## config.mk

```make
export PLATFORM = sky130hd
export DESIGN_NAME = pipe_hazard_ctrl
export DESIGN_NICKNAME = d
export VERILOG_FILES = /design/src/rtl/pipe_ctrl_pkg.sv /design/src/rtl/load_use_detect.sv /design/src/rtl/pipe_hazard_ctrl.sv
export SDC_FILE = /design/constraint.sdc
export NUM_CORES = 1
export LEC_CHECK = 0
export CAP_MARGIN = 20
export CORE_AREA = 3 3 104 81
export CTS_CLUSTER_DIAMETER = 40
export DETAILED_ROUTE_END_ITERATION = 12
export DIE_AREA = 0 0 107 84
export PLACE_DENSITY = 0.8
export SLEW_MARGIN = 20
export SYNTH_ARGS = -nofsm -noshare
export SYNTH_HDL_FRONTEND = slang
export SYNTH_HIERARCHICAL = 1
export SYNTH_SLANG_ARGS = --single-unit
```

## constraint.sdc

```tcl
create_clock -name clk -period 4.82 [get_ports clk]
set_input_delay 0.482 -clock clk [delete_from_list [all_inputs] [get_ports clk]]
set_output_delay 0.482 -clock clk [all_outputs]
set_load 0.02 [all_outputs]
```

## src/rtl/pipe_ctrl_pkg.sv

```systemverilog
// Shared types and constants for the pipeline hazard/sequencing controller.
package pipe_ctrl_pkg;
  typedef enum logic [1:0] {
    ST_RUN      = 2'b00,
    ST_MEM_WAIT = 2'b01,
    ST_ERROR    = 2'b10
  } state_t;

  localparam int          CNT_W    = 32;
  localparam logic [4:0]  REG_ZERO = 5'd0;

  // Per-cycle control bundle driven onto the pipeline registers.
  typedef struct packed {
    logic pc_write;
    logic if_id_write;
    logic id_ex_write;
    logic ex_mem_write;
    logic mem_wb_write;
    logic if_id_flush;
    logic id_ex_flush;
    logic stall;
  } ctrl_t;

  localparam ctrl_t CTRL_IDLE   = '0;
  localparam ctrl_t CTRL_NORMAL = '{1'b1, 1'b1, 1'b1, 1'b1, 1'b1, 1'b0, 1'b0, 1'b0};
  localparam ctrl_t CTRL_HOLD   = '{1'b0, 1'b0, 1'b0, 1'b0, 1'b0, 1'b0, 1'b0, 1'b1};
  localparam ctrl_t CTRL_BRANCH = '{1'b1, 1'b1, 1'b1, 1'b1, 1'b1, 1'b1, 1'b1, 1'b0};
  localparam ctrl_t CTRL_BUBBLE = '{1'b0, 1'b0, 1'b1, 1'b1, 1'b1, 1'b0, 1'b1, 1'b1};
endpackage

```

## src/rtl/load_use_detect.sv

```systemverilog
// Combinational load-use check of the EX-stage load destination against ID sources.
module load_use_detect
  import pipe_ctrl_pkg::*;
(
  input  logic       MemRead_EX,
  input  logic [4:0] RD_EX,
  input  logic [4:0] RS1_ID,
  input  logic [4:0] RS2_ID,
  input  logic       rs2_used_ID,
  output logic       load_use
);
  // x0 is never a real dependency, so it must not stall.
  assign load_use = MemRead_EX && (RD_EX != REG_ZERO) &&
                    ((RD_EX == RS1_ID) || (rs2_used_ID && (RD_EX == RS2_ID)));
endmodule

```

## src/rtl/pipe_hazard_ctrl.sv

```systemverilog
// 5-stage pipeline sequencing: load-use bubbles, branch squash, memory freeze,
// memory-wait watchdog and stall/flush performance counters.
module pipe_hazard_ctrl
  import pipe_ctrl_pkg::*;
#(
  parameter int unsigned MEM_TIMEOUT = 15
) (
  input  logic             clk,
  input  logic             reset,
  input  logic             MemRead_EX,
  input  logic [4:0]       RD_EX,
  input  logic [4:0]       RS1_ID,
  input  logic [4:0]       RS2_ID,
  input  logic             rs2_used_ID,
  input  logic             branch_taken_EX,
  input  logic             mem_req_MEM,
  input  logic             dmem_ready,
  output logic             PC_write,
  output logic             IF_ID_write,
  output logic             ID_EX_write,
  output logic             EX_MEM_write,
  output logic             MEM_WB_write,
  output logic             IF_ID_flush,
  output logic             ID_EX_flush,
  output logic             stall,
  output logic             mem_timeout,
  output logic [CNT_W-1:0] stall_cycles,
  output logic [CNT_W-1:0] flush_count
);
  localparam logic [7:0] TIMEOUT = 8'(MEM_TIMEOUT);

  state_t     state, state_nx;
  logic [7:0] wait_cnt, wait_inc;
  logic       load_use, freeze, br_apply;
  ctrl_t      ctrl;

  load_use_detect u_lud (
    .MemRead_EX  (MemRead_EX),
    .RD_EX       (RD_EX),
    .RS1_ID      (RS1_ID),
    .RS2_ID      (RS2_ID),
    .rs2_used_ID (rs2_used_ID),
    .load_use    (load_use)
  );

  assign freeze   = (state != ST_ERROR) && mem_req_MEM && !dmem_ready;
  assign wait_inc = wait_cnt + 8'd1;

  always_comb begin
    state_nx = state;
    case (state)
      ST_RUN:      if (freeze) state_nx = ST_MEM_WAIT;
      // wait_inc is the ordinal of the current MEM_WAIT cycle (first = 1).
      ST_MEM_WAIT: if (dmem_ready)           state_nx = ST_RUN;
                   else if (wait_inc >= TIMEOUT) state_nx = ST_ERROR;
      ST_ERROR:    state_nx = ST_ERROR;
      default:     state_nx = ST_RUN;
    endcase
  end

  // Freeze outranks the branch, so a held branch_taken_EX flushes right after it.
  always_comb begin
    ctrl     = CTRL_NORMAL;
    br_apply = 1'b0;
    if (reset)                 ctrl = CTRL_IDLE;
    else if (state == ST_ERROR) ctrl = CTRL_HOLD;
    else if (freeze)            ctrl = CTRL_HOLD;
    else if (branch_taken_EX) begin
      ctrl     = CTRL_BRANCH;
      br_apply = 1'b1;
    end
    else if (load_use)          ctrl = CTRL_BUBBLE;
  end

  assign PC_write     = ctrl.pc_write;
  assign IF_ID_write  = ctrl.if_id_write;
  assign ID_EX_write  = ctrl.id_ex_write;
  assign EX_MEM_write = ctrl.ex_mem_write;
  assign MEM_WB_write = ctrl.mem_wb_write;
  assign IF_ID_flush  = ctrl.if_id_flush;
  assign ID_EX_flush  = ctrl.id_ex_flush;
  assign stall        = ctrl.stall;

  always_ff @(posedge clk or posedge reset) begin
    if (reset) begin
      state        <= ST_RUN;
      wait_cnt     <= 8'd0;
      mem_timeout  <= 1'b0;
      stall_cycles <= '0;
      flush_count  <= '0;
    end else begin
      state <= state_nx;
      if (state == ST_RUN && freeze) wait_cnt <= 8'd0;
      else if (state == ST_MEM_WAIT) wait_cnt <= wait_inc;
      if (state_nx == ST_ERROR) mem_timeout <= 1'b1;
      stall_cycles <= stall_cycles + CNT_W'(ctrl.stall);
      flush_count  <= flush_count + CNT_W'(br_apply);
    end
  end
endmodule
```

==> results.txt <==
----------------------------------------------------
[Hold path]
  Cell depth of the worst hold path ... 1
  Worst Hold Class ... register to register

[Logic synthesis]
  Async set-reset flop share out of synthesis ... 100%
  Area share of the largest cell type after synthesis ... 50.5%
  Top FF cell, synth ... dfrtp_1
  Syn_nets ... 370
  Number of flops mapped to enable cells by yosys ... 0
  Count of synthesis-stage warnings from yosys ... 6
  Fraction of the yosys area taken by sequential cells ... 50.5%
  List of most frequent post-synthesis cells ... 75 x dfrtp_1, 46 x xnor2_1, 30 x nand3_1, 26 x nand2_1, 26 x xor2_1
  Distinct cells, synth ... 45
  Post-synthesis cell area ... 3710 µm²
  Cells after synthesis ... 342
  Average instance area after synthesis ... 10.9 µm²
  Cell type contributing the most total cell area after synthesis ... dfrtp_1
  Most common cell in the netlist ... dfrtp_1
  Cell types occupying the most area after synthesis ... dfrtp_1 51%, xnor2_1 11%, xor2_1 6.1%
  Total of flip-flops plus latches after synthesis ... 75

[STA]
  Relative slew margins ... 49.5%
  Fin crit share ... 67.1%
  Transition time of the tightest slew-check pin ... 0.756 ns
  RSZ-0062 raised after global routing ... false
  Sum of negative setup slack ... 0 ns
  Final worst path period need ... 3.23 ns
  Number of hold-slack violations in the final timing report ... 0
  Final count of negative-setup-slack endpoints ... 0
  Final Max Slew Viols ... 0
  Achievable Freq ... 0.309 GHz
  Max Clock Skew ... 0.0149 ns

[CTS]
  Clock edge transition at the registers on the reported setup and hold paths ... 0.09 ns
  Buffer type at the clock tree root ... clkbuf_8
  TritonCTS clock tree ... yes
  Number of buffers on the longest clock path ... 2
  Worst skew pair latency ... 0.35 ns
  Number of buffers added to fix hold violations after cts ... 0
  Cells resized by post-CTS repair ... 0
  Total CTS buffers ... 9
  Post-CTS Setup Bufs ... 0
  TritonCTS sink count ... 75
  H-tree level count ... 3

[Cells and area]
  Nets ... 467
  Area occupied by multi-input gates ... 1750 µm²
  Antenna Diode Count ... 0
  Layout cells sized above 1 ... 6.53%
  Post-synthesis to final-layout area growth ... 33.6%
  Register Area ... 1880 µm²
  Cell area after layout ... 4960 µm²
  Fill cells ... 564

[Die]
  Std-Cell Rows ... 27
  Vertical die dimension ... 84 µm
  Area of the placeable core ... 7400 µm²
  Initial Util ... 50.2%
  Area of the die ... 8990 µm²
  Width of the die ... 107 µm
  Count of boundary I/O pins ... 95

[Power]
  Power density normalized to cell area ... 326 nW/µm²
  Reported leakage power ... 0.00210 µW
  Largest vdd supply drop ... 0.212 mV

[Global routing]
  Gr ovfl total ... 0
  Wire length of the first global-routing pass ... 14100 µm
  Initial antenna violation count ... 0
  Maximum number of pins on one net before global-route repair ... 40
  Number of global-route vias before repair ... 2919
  Global router's overall resource usage ... 19.3%

[Place]
  Number of port buffers ... 94
  Placed wire-length estimate after detailed placement ... 6170 µm
  Placed Area ... 4730 µm²
  Gpl congestion ... 0.838

[Detailed routing]
  Avg Vias per Cell ... 5.35
  Routed wire length ... 8200 µm
  Iter 0 DRT Violations ... 92
  DRC ... 0
  Number of iterations in the first detailed-routing pass ... 4
  ANT nets after route ... 0
  Vias ... 2915
  Average wire per cell in the routed design ... 15.0 µm

[Critical path]
  Worst Reg-to-Reg Cells ... 10
  Maximum net fanout on the critical path ... 6
  Data required time of the worst path ... 5.09 ns
  Critical setup path kind ... input pin to register
  Setup crit start kind ... input pin
  CP Capture Type ... register
  CP Data Arrival Time ... 3.51 ns

[Run status]
  Outcome ... completed

[Run]
  Number of max-cap violations ... 0

----------------------------------------------------
[critical path, cell delays in order]
cell and delay, ns:
clkdlybuf4s50_1 0.48, xor2_1 0.21, nor4_2 0.27, nand3_1 0.11, a21oi_1 0.20, nand2b_1 0.10
a21oi_1 0.19, ha_1 0.23, ha_1 0.21, nand3_1 0.13, or3_1 0.49, nor4_2 0.25
xor2_1 0.16
[layout by cell type (no fill, tap or decap), types with 2 or more instances in the layout]
master            n
clkdlybuf4s50_1  94
dfrtp_1          75
xnor2_1          46
nand3_1          30
nand2_1          26
xor2_1           26
nand4_1          20
nor2_1           13
o21ai_0          10
nor3_1           10
clkbuf_8         10
and3_1            8
and4_1            7
ha_1              6
inv_1             5
nor4_1            5
and2_1            4
nor4_2            4
nor2b_1           3
nand2b_1          3
o31ai_1           3
a21oi_1           3
o21ai_1           2
nand4_2           2
nor4_4            2
o21a_1            2
bufinv_16         2
[metrics by stage]
| step | hold slack, ns | utilization [%] | total power, µW | worst slack [ns] | instances |
|---|---|---|---|---|---|
| floorplan | 0.504 | - | 915 | 1.75 | 342 |
| global placement | 0.463 | 63.9 | 1060 | 1.37 | 529 |
| detailed placement | 0.462 | 63.9 | 1080 | 1.23 | 529 |
| CTS | 0.477 | 67.1 | 1630 | 1.57 | 545 |
| global route | 0.497 | 67.1 | 1700 | 1.27 | 545 |
| finish | 0.479 | 67.1 | 1620 | 1.59 | 545 |
[layout make-up]
| type | instances | area share [%] |
|---|---|---|
| Inverter | 6 | 0.454 |
| Clock inverter | 6 | 1.94 |
| Tap cell | 101 | 2.55 |
| Timing Repair Buffer | 95 | 19.1 |
| Multi-Input combinational cell | 252 | 35.3 |
| Clock buffer | 10 | 2.77 |
| Sequential cell | 75 | 37.8 |
[routing by layer]
layer	up-vias	global-route usage, %	share of wire, %
li1	1408	-	-
met1	1434	26.8	46
met2	67	30.3	48
met3	6	5.49	4.5
met4	0	4.18	0.85
met5	-	0	0
[power breakdown]
part	total [µW]	internal, µW	switching (µW)
Sequential	765	685	79.9
Clock	556	312	245
Combinational	297	143	155
Total	1620	1140	479
[state kept, by name (all words and copies together), names as in the netlist]
| signal | count |
|---|---|
| mem_timeout | 1 |
| stall_cycles | 32 |
| flush_count | 32 |
| wait_cnt | 8 |
| state | 2 |
[path summary, 6_finish.rpt]
path / startpoint / endpoint / slack (ns)
setup reg to reg: state[1] / flush_count[16] / 1.94
min in group asynchronous: reset / mem_timeout / 0.63
hold / removal: stall_cycles[31] / stall_cycles[31] / 0.48
hold reg to reg: stall_cycles[31] / stall_cycles[31] / 0.48
max in group asynchronous: reset / flush_count[13] / 3.19
setup / recovery: RD_EX[0] / stall_cycles[28] / 1.59
[cell families after synthesis]
group / after synthesis / share of synthesized area (%)
multiplexers: 1 / 0.270
buffers and inverters: 15 / 2.26
AO/OA/AOI/OAI: 27 / 4.68
adder cells (fa/ha/maj): 7 / 2.29
AND/OR/NAND/NOR: 145 / 23.0
flip-flops: 75 / 50.5
XOR/XNOR: 72 / 17.0
(Power assumes the default switching activity.)
==> patch, RTL diff (same settings) <==
Change the package constant `CNT_W` from 32 to 28.
--- a/src/rtl/pipe_ctrl_pkg.sv
+++ b/src/rtl/pipe_ctrl_pkg.sv
@@ -6,7 +6,7 @@
     ST_ERROR    = 2'b10
   } state_t;
 
-  localparam int          CNT_W    = 32;
+  localparam int          CNT_W    = 28;
   localparam logic [4:0]  REG_ZERO = 5'd0;
 
   // Per-cycle control bundle driven onto the pipeline registers.
Ports: changed (resized flush_count and stall_cycles); port bits go from 95 to 87. The function was not compared with the original's and may differ.
==> patch against the unedited design <==
Core utilization fell by 6.1 points; register-to-register slack got worse by 0.04 ns; sequential cell count fell by 8; total power fell by 9.2%; count of clock-buffer cells in the layout did not move; area after synthesis fell by 10%; via count fell by 7.1%; first-iteration DRC count rose by 23%; global-route usage fell by 1.4 points; routed wire length fell by 8.3%; setup slack improved by 0.0053 ns; final area fell by 9.1%; critical path type is now input pin to output port; largest cell class unchanged; highest routed layer unchanged.
==> patch: results (changes against the unedited design) <==
| Metric | Value |
|---|---|
| Commonest cells post-synth | dfrtp_1, xnor2_1, xor2_1 |
| Combinational Power | 0.270 mW (-9.1%) |
| Met3 Routed Length | 547 um (+48%) |
| Internal power | 1.05 mW (-7.8%) |
| 1st-iter DRT viols | 113 (+23%) |
| # nets final | 430 (-7.9%) |
| Post-Syn Instances | 312 (-8.8%) |
| Status | finished, final reports clean |
| Post-synth net total | 340 (-8.1%) |
| Max rail drop VDD | 204 uV (-3.9%) |
| Met1 WL | 3160 um (-17%) |
| Logic inverters | 10 (+4) |
| Delay of the slowest critical-path stage | 0.68 ns (+0.19 ns) |
| Measured slew at the worst slew-check pin | 0.738 ns (-0.0180 ns) |
| CP max FO | 3 (-3) |
| Vias in the first global route | 2,627 (-10%) |
| Plain + repair buffers | 87 (-8.4%) |
| First-pass GRT wire length | 13,000 um (-8.1%) |
| Place WS | 1.29 ns (+0.0631 ns) |
| Biggest regs | flush_count: 28 flops, stall_cycles: 28 flops, wait_cnt: 8 flops |
| Post-Place Cell Area | 0.00428 sq mm (-9.4%) |
| Count of cell types in the netlist | 44 (-2.2%) |
| Worst path top cell family by delay | buffers and inverters |
| Clock power frac | 35.5% (+1.1 points) |
| Multi-input gates | 227 (-9.9%) |
| Top cells by area, synth | dfrtp_1, xnor2_1, xor2_1 |
| HPWL after detailed placement | 5630 um (-8.8%) |
-- patch: changes by cell type after synthesis, moves of 4 or more --
cell,unedited run,this run
xor2_1,26,31
dfrtp_1,75,67
nand3_1,30,22
nor3_1,10,16
nand4_1,20,14
and3_1,8,3
xnor2_1,46,33
nand2_1,26,18
a21oi_1,3,8
inv_1,6,10
-- patch: logic make-up (layout without fill, tap and decap cells) --
group | count (synthesis) | after routing | synth area share [%]
flops | 67 | 67 | 50.2
compound gates | 31 | 31 | 5.77
simple gates | 126 | 126 | 22.4
xor+xnor | 64 | 64 | 16.8
fa+ha+maj | 6 | 6 | 2.25
buf+inv | 18 | 113 | 2.62
-- patch: final timing paths --
check,from,to,slack (ns),cells past startpoint
setup / recovery,RD_EX[0],stall,1.59,8
hold / removal,flush_count[27],flush_count[27],0.46,1
setup reg to reg,state[1],flush_count[18],1.90,9
hold reg to reg,flush_count[27],flush_count[27],0.46,1
max in group asynchronous,reset,flush_count[15],3.33,3
min in group asynchronous,reset,flush_count[0],0.56,2
